`config.mk`:
```
export PLATFORM = sky130hd
export DESIGN_NAME = sobel_stream_engine
export DESIGN_NICKNAME = d
export VERILOG_FILES = /design/src/rtl/sobel_stream_engine_pkg.sv /design/src/rtl/sobel_kernel.sv /design/src/rtl/sobel_stream_engine.sv
export SDC_FILE = /design/constraint.sdc
export NUM_CORES = 1
export LEC_CHECK = 0
export CELL_PAD_IN_SITES_DETAIL_PLACEMENT = 0
export CELL_PAD_IN_SITES_GLOBAL_PLACEMENT = 1
export CORE_ASPECT_RATIO = 0.8
export CORE_UTILIZATION = 23
export CTS_CLUSTER_DIAMETER = 150
export DETAILED_ROUTE_END_ITERATION = 8
export PLACE_DENSITY = 0.44
export SLEW_MARGIN = 20
export SYNTH_ARGS = -nofsm -noshare
export SYNTH_HDL_FRONTEND = slang
export SYNTH_SLANG_ARGS = --single-unit
```
`constraint.sdc`:
```
create_clock -name clk_i -period 5.7 [get_ports clk_i]
set_input_delay 1.14 -clock clk_i [delete_from_list [all_inputs] [get_ports clk_i]]
set_output_delay 1.14 -clock clk_i [all_outputs]
set_load 0.05 [all_outputs]
```
`src/rtl/sobel_stream_engine_pkg.sv`:
```
`default_nettype none
// ============================================================================
//  Module      : sobel_stream_engine_pkg
//  Description : Shared types and constants for the streaming Sobel engine.
//                MAX_PIXEL_BITS is the widest pixel the datapath carries.
//                Narrower pixels are zero-extended into it. IMG_WIDTH and
//                IMG_HEIGHT take their defaults from here.
//  Revision    : 1.0  initial release
// ============================================================================
package sobel_stream_engine_pkg;

  localparam int MAX_PIXEL_BITS     = 8;
  localparam int DEFAULT_IMG_WIDTH  = 8;
  localparam int DEFAULT_IMG_HEIGHT = 8;

  // Signed gradient width. The largest |Gx| or |Gy| is 4*(2^P-1), and the
  // sum of both magnitudes stays below 2^(P+3).
  localparam int GRAD_BITS = MAX_PIXEL_BITS + 3;

  localparam logic [GRAD_BITS-1:0] SAT_MAX = GRAD_BITS'((1 << MAX_PIXEL_BITS) - 1);

  typedef logic [MAX_PIXEL_BITS-1:0] pixel_t;

  // 3x3 window indexed [row][col]. Row 0 is the top row and col 0 is the
  // left (oldest) column.
  typedef pixel_t [2:0][2:0] window_t;

  typedef logic signed [GRAD_BITS-1:0] grad_t;

  // Zero-extend a pixel into the signed gradient domain.
  function automatic grad_t to_grad(input pixel_t p);
    return grad_t'(p);
  endfunction

endpackage : sobel_stream_engine_pkg
`default_nettype wire

```
`src/rtl/sobel_kernel.sv`:
```
`default_nettype none
// ============================================================================
//  Module      : sobel_kernel
//  Description : Two-stage Sobel datapath.
//                Stage 1 registers Gx, Gy and the border/last tags.
//                Stage 2 registers the saturated |Gx|+|Gy| and masks border
//                results to zero. mag_o holds its value between updates.
//  Ports       : clk_i, nreset_i      clock, async active-low reset
//                valid_i              window_i holds a newly shifted window
//                border_i             result must be forced to zero
//                last_i               window belongs to the last pixel of a frame
//                window_i             3x3 window [row][col]
//                mag_o                saturated magnitude (held)
//                valid_o              one-cycle pulse when mag_o updates
//                last_o               one-cycle pulse with the last result
//  Revision    : 1.0  initial release
// ============================================================================
module sobel_kernel
  import sobel_stream_engine_pkg::*;
#(
  parameter int PX_BITS = MAX_PIXEL_BITS
) (
  input  logic               clk_i,
  input  logic               nreset_i,
  input  logic               valid_i,
  input  logic               border_i,
  input  logic               last_i,
  input  window_t            window_i,
  output logic [PX_BITS-1:0] mag_o,
  output logic               valid_o,
  output logic               last_o
);

  // Saturation limit for the configured pixel width (2^PX_BITS - 1).
  localparam logic [GRAD_BITS-1:0] c_sat_max = SAT_MAX >> (MAX_PIXEL_BITS - PX_BITS);

  grad_t                 w_gx;
  grad_t                 w_gy;
  logic [GRAD_BITS-1:0]  w_abs_gx;
  logic [GRAD_BITS-1:0]  w_abs_gy;
  logic [GRAD_BITS-1:0]  w_sum;
  logic [PX_BITS-1:0]    w_mag;
  logic                  w_unused_centre;

  grad_t                 r_gx;
  grad_t                 r_gy;
  logic                  r_valid1;
  logic                  r_border1;
  logic                  r_last1;
  logic [PX_BITS-1:0]    r_mag;
  logic                  r_valid2;
  logic                  r_last2;

  // The centre tap has zero weight in both Sobel kernels.
  assign w_unused_centre = ^window_i[1][1];

  always_comb begin
    w_gx = (to_grad(window_i[0][2]) + (to_grad(window_i[1][2]) <<< 1) + to_grad(window_i[2][2]))
         - (to_grad(window_i[0][0]) + (to_grad(window_i[1][0]) <<< 1) + to_grad(window_i[2][0]));
    w_gy = (to_grad(window_i[2][0]) + (to_grad(window_i[2][1]) <<< 1) + to_grad(window_i[2][2]))
         - (to_grad(window_i[0][0]) + (to_grad(window_i[0][1]) <<< 1) + to_grad(window_i[0][2]));
  end

  // Stage 1: gradients
  always_ff @(posedge clk_i or negedge nreset_i) begin
    if (!nreset_i) begin
      r_gx      <= '0;
      r_gy      <= '0;
      r_valid1  <= 1'b0;
      r_border1 <= 1'b0;
      r_last1   <= 1'b0;
    end else begin
      r_valid1 <= valid_i;
      if (valid_i) begin
        r_gx      <= w_gx;
        r_gy      <= w_gy;
        r_border1 <= border_i;
        r_last1   <= last_i;
      end
    end
  end

  always_comb begin
    w_abs_gx = r_gx[GRAD_BITS-1] ? GRAD_BITS'(-r_gx) : GRAD_BITS'(r_gx);
    w_abs_gy = r_gy[GRAD_BITS-1] ? GRAD_BITS'(-r_gy) : GRAD_BITS'(r_gy);
    w_sum    = w_abs_gx + w_abs_gy;
    w_mag    = (w_sum > c_sat_max) ? c_sat_max[PX_BITS-1:0] : w_sum[PX_BITS-1:0];
  end

  // Stage 2: saturated magnitude. The value is held while idle because the
  // consumer samples it asynchronously to the valid pulse.
  always_ff @(posedge clk_i or negedge nreset_i) begin
    if (!nreset_i) begin
      r_mag    <= '0;
      r_valid2 <= 1'b0;
      r_last2  <= 1'b0;
    end else begin
      r_valid2 <= r_valid1;
      r_last2  <= r_valid1 & r_last1;
      if (r_valid1) begin
        r_mag <= r_border1 ? '0 : w_mag;
      end
    end
  end

  assign mag_o   = r_mag;
  assign valid_o = r_valid2;
  assign last_o  = r_last2;

endmodule : sobel_kernel
`default_nettype wire

```
`src/rtl/sobel_stream_engine.sv`:
```
`default_nettype none
// ============================================================================
//  Module      : sobel_stream_engine
//  Description : Streaming 3x3 Sobel stage. It takes one raster-order pixel
//                per strobe and keeps two line buffers and a 3x3 shift
//                window. It emits one saturated |Gx|+|Gy| per input pixel,
//                two cycles after the accepting edge. The result for pixel
//                (r,c) is centred on (r-1,c-1) and is zero on the two
//                leading rows and columns.
//  Ports       : clk_i, nreset_i    clock, async active-low reset
//                px_valid_i         one-cycle pixel strobe
//                px_gray_i          grayscale pixel
//                frame_start_i      restart: the next accepted pixel is (0,0)
//                px_sobel_o         last result, held between updates
//                px_sobel_valid_o   one-cycle pulse when px_sobel_o updates
//                frame_done_o       pulse with the result of pixel (H-1,W-1)
//  Revision    : 1.0  initial release
// ============================================================================
module sobel_stream_engine
  import sobel_stream_engine_pkg::*;
#(
  parameter int PX_BITS    = MAX_PIXEL_BITS,
  parameter int IMG_WIDTH  = DEFAULT_IMG_WIDTH,
  parameter int IMG_HEIGHT = DEFAULT_IMG_HEIGHT
) (
  input  logic               clk_i,
  input  logic               nreset_i,
  input  logic               px_valid_i,
  input  logic [PX_BITS-1:0] px_gray_i,
  input  logic               frame_start_i,
  output logic [PX_BITS-1:0] px_sobel_o,
  output logic               px_sobel_valid_o,
  output logic               frame_done_o
);

  localparam int c_col_w = $clog2(IMG_WIDTH);
  localparam int c_row_w = $clog2(IMG_HEIGHT);

  logic [c_col_w-1:0] r_col;
  logic [c_row_w-1:0] r_row;
  logic [c_col_w-1:0] w_col;
  logic [c_row_w-1:0] w_row;
  logic [c_col_w-1:0] w_col_nxt;
  logic [c_row_w-1:0] w_row_nxt;
  logic               w_col_last;
  logic               w_row_last;
  logic               w_border;
  pixel_t             w_px;

  pixel_t             r_lb0 [IMG_WIDTH];  // previous row
  pixel_t             r_lb1 [IMG_WIDTH];  // row before that
  window_t            r_window;
  logic               r_win_valid;
  logic               r_win_border;
  logic               r_win_last;

  assign w_px = pixel_t'(px_gray_i);

  // A frame restart takes effect in the same cycle. A coincident pixel
  // therefore sees position (0,0).
  always_comb begin
    w_col      = frame_start_i ? '0 : r_col;
    w_row      = frame_start_i ? '0 : r_row;
    w_col_last = (w_col == c_col_w'(IMG_WIDTH - 1));
    w_row_last = (w_row == c_row_w'(IMG_HEIGHT - 1));
    w_border   = (w_row < c_row_w'(2)) || (w_col < c_col_w'(2));
    w_col_nxt  = w_col;
    w_row_nxt  = w_row;
    if (px_valid_i) begin
      if (w_col_last) begin
        w_col_nxt = '0;
        w_row_nxt = w_row_last ? '0 : w_row + 1'b1;
      end else begin
        w_col_nxt = w_col + 1'b1;
      end
    end
  end

  always_ff @(posedge clk_i or negedge nreset_i) begin
    if (!nreset_i) begin
      r_col        <= '0;
      r_row        <= '0;
      r_win_valid  <= 1'b0;
      r_win_border <= 1'b0;
      r_win_last   <= 1'b0;
    end else begin
      r_col       <= w_col_nxt;
      r_row       <= w_row_nxt;
      r_win_valid <= px_valid_i;
      if (px_valid_i) begin
        r_win_border <= w_border;
        r_win_last   <= w_row_last && w_col_last;
      end
    end
  end

  // Line buffers and window data need no reset. Any stale content only
  // reaches border positions, and those results are masked to zero.
  always_ff @(posedge clk_i) begin
    if (px_valid_i) begin
      for (int r = 0; r < 3; r++) begin
        r_window[r][0] <= r_window[r][1];
        r_window[r][1] <= r_window[r][2];
      end
      r_window[0][2] <= r_lb1[w_col];
      r_window[1][2] <= r_lb0[w_col];
      r_window[2][2] <= w_px;
      r_lb1[w_col]   <= r_lb0[w_col];
      r_lb0[w_col]   <= w_px;
    end
  end

  sobel_kernel #(
    .PX_BITS (PX_BITS)
  ) u_kernel (
    .clk_i    (clk_i),
    .nreset_i (nreset_i),
    .valid_i  (r_win_valid),
    .border_i (r_win_border),
    .last_i   (r_win_last),
    .window_i (r_window),
    .mag_o    (px_sobel_o),
    .valid_o  (px_sobel_valid_o),
    .last_o   (frame_done_o)
  );

endmodule : sobel_stream_engine
`default_nettype wire
```
# == Word level (Yosys, flattened, before mapping) ==
# Memories as Yosys holds them, arrays and structs flattened. A register that Yosys moved wholly into a read port is not among the register bits.
# Index checks and enable logic that the tools add are counted.
# Widths: inputs -> output; s select.
# classes
mux,13
add_sub_neg,15
n_eq_ne,2
reduce_logical,2
bitwise_logic,1
order_cmp,3
# op_table
cell,count
$add 11x9->11,4
$add 8x9->10,4
$mux 11,2
$neg 11->11,2
$sub 11x11->11,2
$mux 3,7
$mux 8,2
$add 11x11->11,1
$gt 11x8->1 const B,1
$add 3x1->3 const B,2
$eq 3x3->1 const B,2
$lt 3x2->1 const B,2
$mux 1,2
$and 1x1->1,1
$logic_and 1x1->1,1
$logic_or 1x1->1,1
# totals
inputBits,12
memories,2
ramBits,128
elab_cells,59
output_inout_bits,10
ff_bits,108
# mem_list
memory,depth,word_bits,rd,rd_clocked_by_memory_dff,wr,line,source
r_lb0,8,8,1,0,1,sobel_stream_engine.sv:50,pixel_t r_lb0 [IMG_WIDTH];
r_lb1,8,8,1,1,1,sobel_stream_engine.sv:51,pixel_t r_lb1 [IMG_WIDTH];

# == Depth between registers and ports, before layout ==
# logic_depth
word_depth,6
mapped_depth,18
mapped_depth_nobuf,18

# == Cells and area by module ==
# A second synthesis with hierarchy kept.
# hier_totals
hier_cells,835
area_unflattened_um2,11935.2
# modules_own_cells
module,area_each_um2,cells_each,n_inst
sobel_stream_engine,7654.8,408,1
sobel_kernel,4280.4,427,1

# == Worst setup path before layout ==
# No wires, ideal clock.
# synth_path
path_type,register -> register
startpoint,reg r_window[1] (netlist bit)
endpoint,reg u_kernel.r_gy[8]
n_path_buf,0
t_arrival_ns,3.956
setup_time_ns,0.125
stages_incl_launch_ff,18
period_less_slack_ns,4.081
required_time_ns,5.575
slack_ns,1.619
path_cell_list,edfxtp_1 ha_1 fa_1 a21o_1 a21oi_1 o21bai_1 a21oi_1 xor2_1 fa_1 inv_1 fa_1 inv_1 ha_1 or2_2 a21boi_0 o21ai_1 xnor2_1 mux2_2
# synth_via
elab_chain_cells,3
# synth_lines
item,line,source
from (decl),sobel_stream_engine.sv:52,window_t r_window;
"from (signal, indexed assignment)",sobel_stream_engine.sv:102,r_window[r][0] <= r_window[r][1];
"from (signal, indexed assignment)",sobel_stream_engine.sv:103,r_window[r][1] <= r_window[r][2];
$add 8x9->10,sobel_kernel.sv:61,- (to_grad(window_i[0][0]) + (to_grad(window_i[0][1]) <<< 1) + to_grad(window_i[0][2]));
$add 11x9->11,sobel_kernel.sv:61,
$sub 11x11->11,sobel_kernel.sv:61,
to (signal assigned),sobel_kernel.sv:76,r_gy <= w_gy;
to (decl),sobel_kernel.sv:46,grad_t r_gy;
# No other way between the ends.
# A chain may end at the register's enable or synchronous reset.

# == Worst setup path in the final report ==
# Same ends and word-level chain as after synthesis.

==> load_flow_metrics.sql <==
INSERT INTO impl_metrics (metric_group, metric, value, unit) VALUES
('outcome', 'outcome', 'finished clean', ''),
('worst_setup_path', 'critical_path_arrival', '4.91', 'ns'),
('yosys', 'yosysWarnings', '0', ''),
('pwr', 'power_density', '543', 'nW/um^2'),
('finish', 'area_delta_synth_final', '15.5', '%'),
('routing', 'antenna_left', '0', ''),
('placed_design', 'hpwlAfterDp', '21000', 'um'),
('clock_network', 'cts_setup_buffers', '0', ''),
('timing', 'clock.fmax', '224', 'MHz'),
('timing', 'layout_worst_path_cycle_share', '78.4', '%'),
('pwr', 'netSwitchingPower', '3.10', 'mW'),
('worst_setup_path', 'critical_path_class', 'register to register', ''),
('clock_network', 'clkTransAtPathRegs', '0.06', 'ns'),
('worst_setup_path', 'crit_required', '6.14', 'ns'),
('pwr', 'power_frac_seq', '30.2', '%'),
('clock_network', 'clockBufferDepth', '3', ''),
('clock_network', 'clk_latency_worst_skew_pair', '0.56', 'ns'),
('worst_setup_path', 'timing.critical_path.from', 'r_window[1]', ''),
('yosys', 'synth.most_common_cell', 'edfxtp_1', ''),
('pwr', 'ir_drop', '269', 'uV'),
('worst_setup_path', 'critical_path_peak_fanout', '2', ''),
('finish', 'final_design_area_no_fill', '14300', 'um^2'),
('clock_network', 'cts_sinks', '243', ''),
('yosys', 'yosys.area.top_type', 'edfxtp_1', ''),
('clock_network', 'ctsHtreeMaxLevel', '1', ''),
('pwr', 'cellInternalPower', '4.64', 'mW'),
('yosys', 'ys_types', '53', ''),
('finish', 'final_nets', '1182', ''),
('floorplanning', 'fp.dieArea', '54600', 'um^2'),
('placed_design', 'placer_congestion_estimate', '0.753', ''),
('min_path', 'min_from', 'r_window[34]', ''),
('clock_network', 'cts-resized-gates', '0', ''),
('pwr', 'combPwrFrac', '49.1', '%'),
('clock_network', 'cts_hold_buffers', '0', ''),
('yosys', 'synth_area_per_cell', '12.1', 'um^2'),
('routing', 'routed_wirelength', '30100', 'um'),
('floorplanning', 'coreArea', '52700', 'um^2'),
('timing', 'slew-limit-headroom', '49.6', '%'),
('routing', 'via_per_inst', '4.18', ''),
('clock_network', 'cts_tree', 'yes', ''),
('finish', 'post_route_cells_drive_above_1_share', '7.79', '%'),
('routing', 'initialDrtViolationCount', '372', ''),
('worst_setup_path', 'setup.worst_path.start_class', 'register', ''),
('timing', 'timing.final.max_slew_violations', '0', ''),
('worst_setup_path', 'maximum_single_stage_delay_on_the_critical_path', '0.51', 'ns'),
('yosys', 'top_area_cells_in_the_synthesized_netlist', 'edfxtp_1 49%, dfrtp_1 8.7%, ha_1 7.3%', ''),
('yosys', 'syn-instance-count', '1018', ''),
('timing', 'setup_viol', '0', ''),
('placed_design', 'dp_slack', '1.22', 'ns'),
('yosys', 'postSynthRegisterBits', '243', ''),
('timing', 'period_minus_slack', '4.47', 'ns'),
('finish', 'layout.area.seq', '7080', 'um^2'),
('yosys', 'synthesis.nets', '1139', ''),
('timing', 'setup-tns-final', '0', 'ns'),
('yosys', 'post_synthesis_instance_area', '12300', 'um^2'),
('worst_setup_path', 'path_cells', 'ha_1 > fa_1 > a21o_1 > a21oi_1 > o21bai_1 > a21oi_1 > xor2_1 > fa_1 > inv_1 > fa_1 > inv_1 > ha_1 > or2_2 > a21boi_0 > o21ai_1 > xnor2_1 > mux2_2', ''),
('grt', 'first_pass_grt_wire_length', '47200', 'um'),
('floorplanning', 'num_rows', '75', ''),
('yosys', 'asyncSetResetFlopFracSynth', '17.7', '%'),
('pwr', 'clock_power_share', '20.7', '%'),
('yosys', 'ys.flop_type', 'edfxtp_1', ''),
('finish', 'antenna_cells_inserted', '0', ''),
('floorplanning', 'die_width', '261', 'um'),
('routing', 'wl_per_cell', '17.0', 'um'),
('finish', 'multi_input_combinational_cell_area', '4810', 'um^2'),
('pwr', 'leakagePower', '5.57', 'nW'),
('timing', 'rsz0062_at_grt', 'false', ''),
('timing', 'timing.final.hold_violations', '0', ''),
('pwr', 'netSwitchingFraction', '40.1', '%'),
('yosys', 'ys_top_cells_by_count', '200 x edfxtp_1, 156 x nand2_1, 96 x a21oi_1, 87 x inv_1, 72 x ha_1', ''),
('worst_setup_path', 'worstReg2RegStart', 'r_window[1]', '');
final cells by class:
type | instances | area share [%]
sequential | 243 | 49.7
tap | 693 | 6.08
clock buffer | 35 | 4.95
clock inverter | 11 | 0.465
multi-input combinational | 655 | 33.8
timing repair buffer | 46 | 2.76
inverter | 88 | 2.32
power by group through the flow:
| stage | combinational (mW) | clock [mW] | sequential (mW) |
|---|---|---|---|
| after floorplan | 2.83 | 0 | 2.39 |
| after global placement | 3.87 | 0 | 2.37 |
| after detailed placement | 3.84 | 0 | 2.38 |
| after CTS | 3.87 | 1.67 | 2.34 |
| after global routing | 4.33 | 1.74 | 2.37 |
| final | 3.80 | 1.60 | 2.33 |
metrics by stage:
stage / hold WS, ns / instances
6_report: 0.418 / 1771
5_1_grt: 0.426 / 1771
4_1_cts: 0.418 / 1771
3_5_place_dp: 0.405 / 1725
3_3_place_gp: 0.403 / 1725
2_1_floorplan: 0.352 / 1018
path summary, 6_finish.rpt:
check / end / slack, ns / cells past startpoint
max in group asynchronous: u_kernel.r_gy[8] / 4.70 / 1
setup / recovery: u_kernel.r_gy[8] / 1.23 / 17
min in group asynchronous: r_col[1] / 0.57 / 1
setup reg to reg: u_kernel.r_gy[8] / 1.23 / 17
hold reg to reg: r_window[26] / 0.42 / 0
hold / removal: r_window[26] / 0.42 / 0
critical path: cells and delay by family, from the launching register on:
kind / cells / cell delay, ns
mux: 1 / 0.26
flops: 1 / 0.40
fa+ha+maj: 5 / 1.98
simple gates: 1 / 0.31
xor+xnor: 2 / 0.21
compound gates: 6 / 1.09
buf+inv: 2 / 0.10
kinds of logic after synthesis:
| logic type | share of synthesized area [%] |
|---|---|
| and+or+nand+nor | 10.1 |
| DFF | 57.4 |
| AOI/OAI and AO/OA | 9.57 |
| buffers and inverters | 3.66 |
| adders and majority gates | 13.3 |
| xor gates and xnor gates | 4.80 |
| muxes | 1.24 |
registers in the layout, summed over array words and instances, names as in the netlist, 3 cells and up:
| signal | flops |
|---|---|
| u_kernel.r_gy | 11 |
| u_kernel.r_gx | 10 |
| r_window | 72 |
| r_row | 3 |
| r_lb1 | 64 |
| r_col | 3 |
| u_kernel.mag_o | 8 |
| r_lb0 | 64 |
cells in the final DEF, fill, tap and decap left out, types with 14 or more instances in the layout:
cell type	instances
edfxtp_1	200
nand2_1	156
a21oi_1	96
inv_1	87
ha_1	72
dfrtp_1	43
xnor2_1	42
nor2_1	39
fa_1	37
clkbuf_16	27
buf_4	27
o21ai_0	26
xor2_1	23
clkdlybuf4s50_1	19
or4_1	15
nor2b_1	14
routing by layer:
| layer | track usage [%] | part of all wire, % | vias to the layer above |
|---|---|---|---|
| met3 | 1.67 | 2.2 | 39 |
| li1 | - | - | 3665 |
| met1 | 17.5 | 55 | 3647 |
| met4 | 2.53 | 2.0 | 0 |
| met2 | 16.2 | 41 | 55 |
| met5 | 0 | 0 | - |
(Power assumes the default switching activity.)
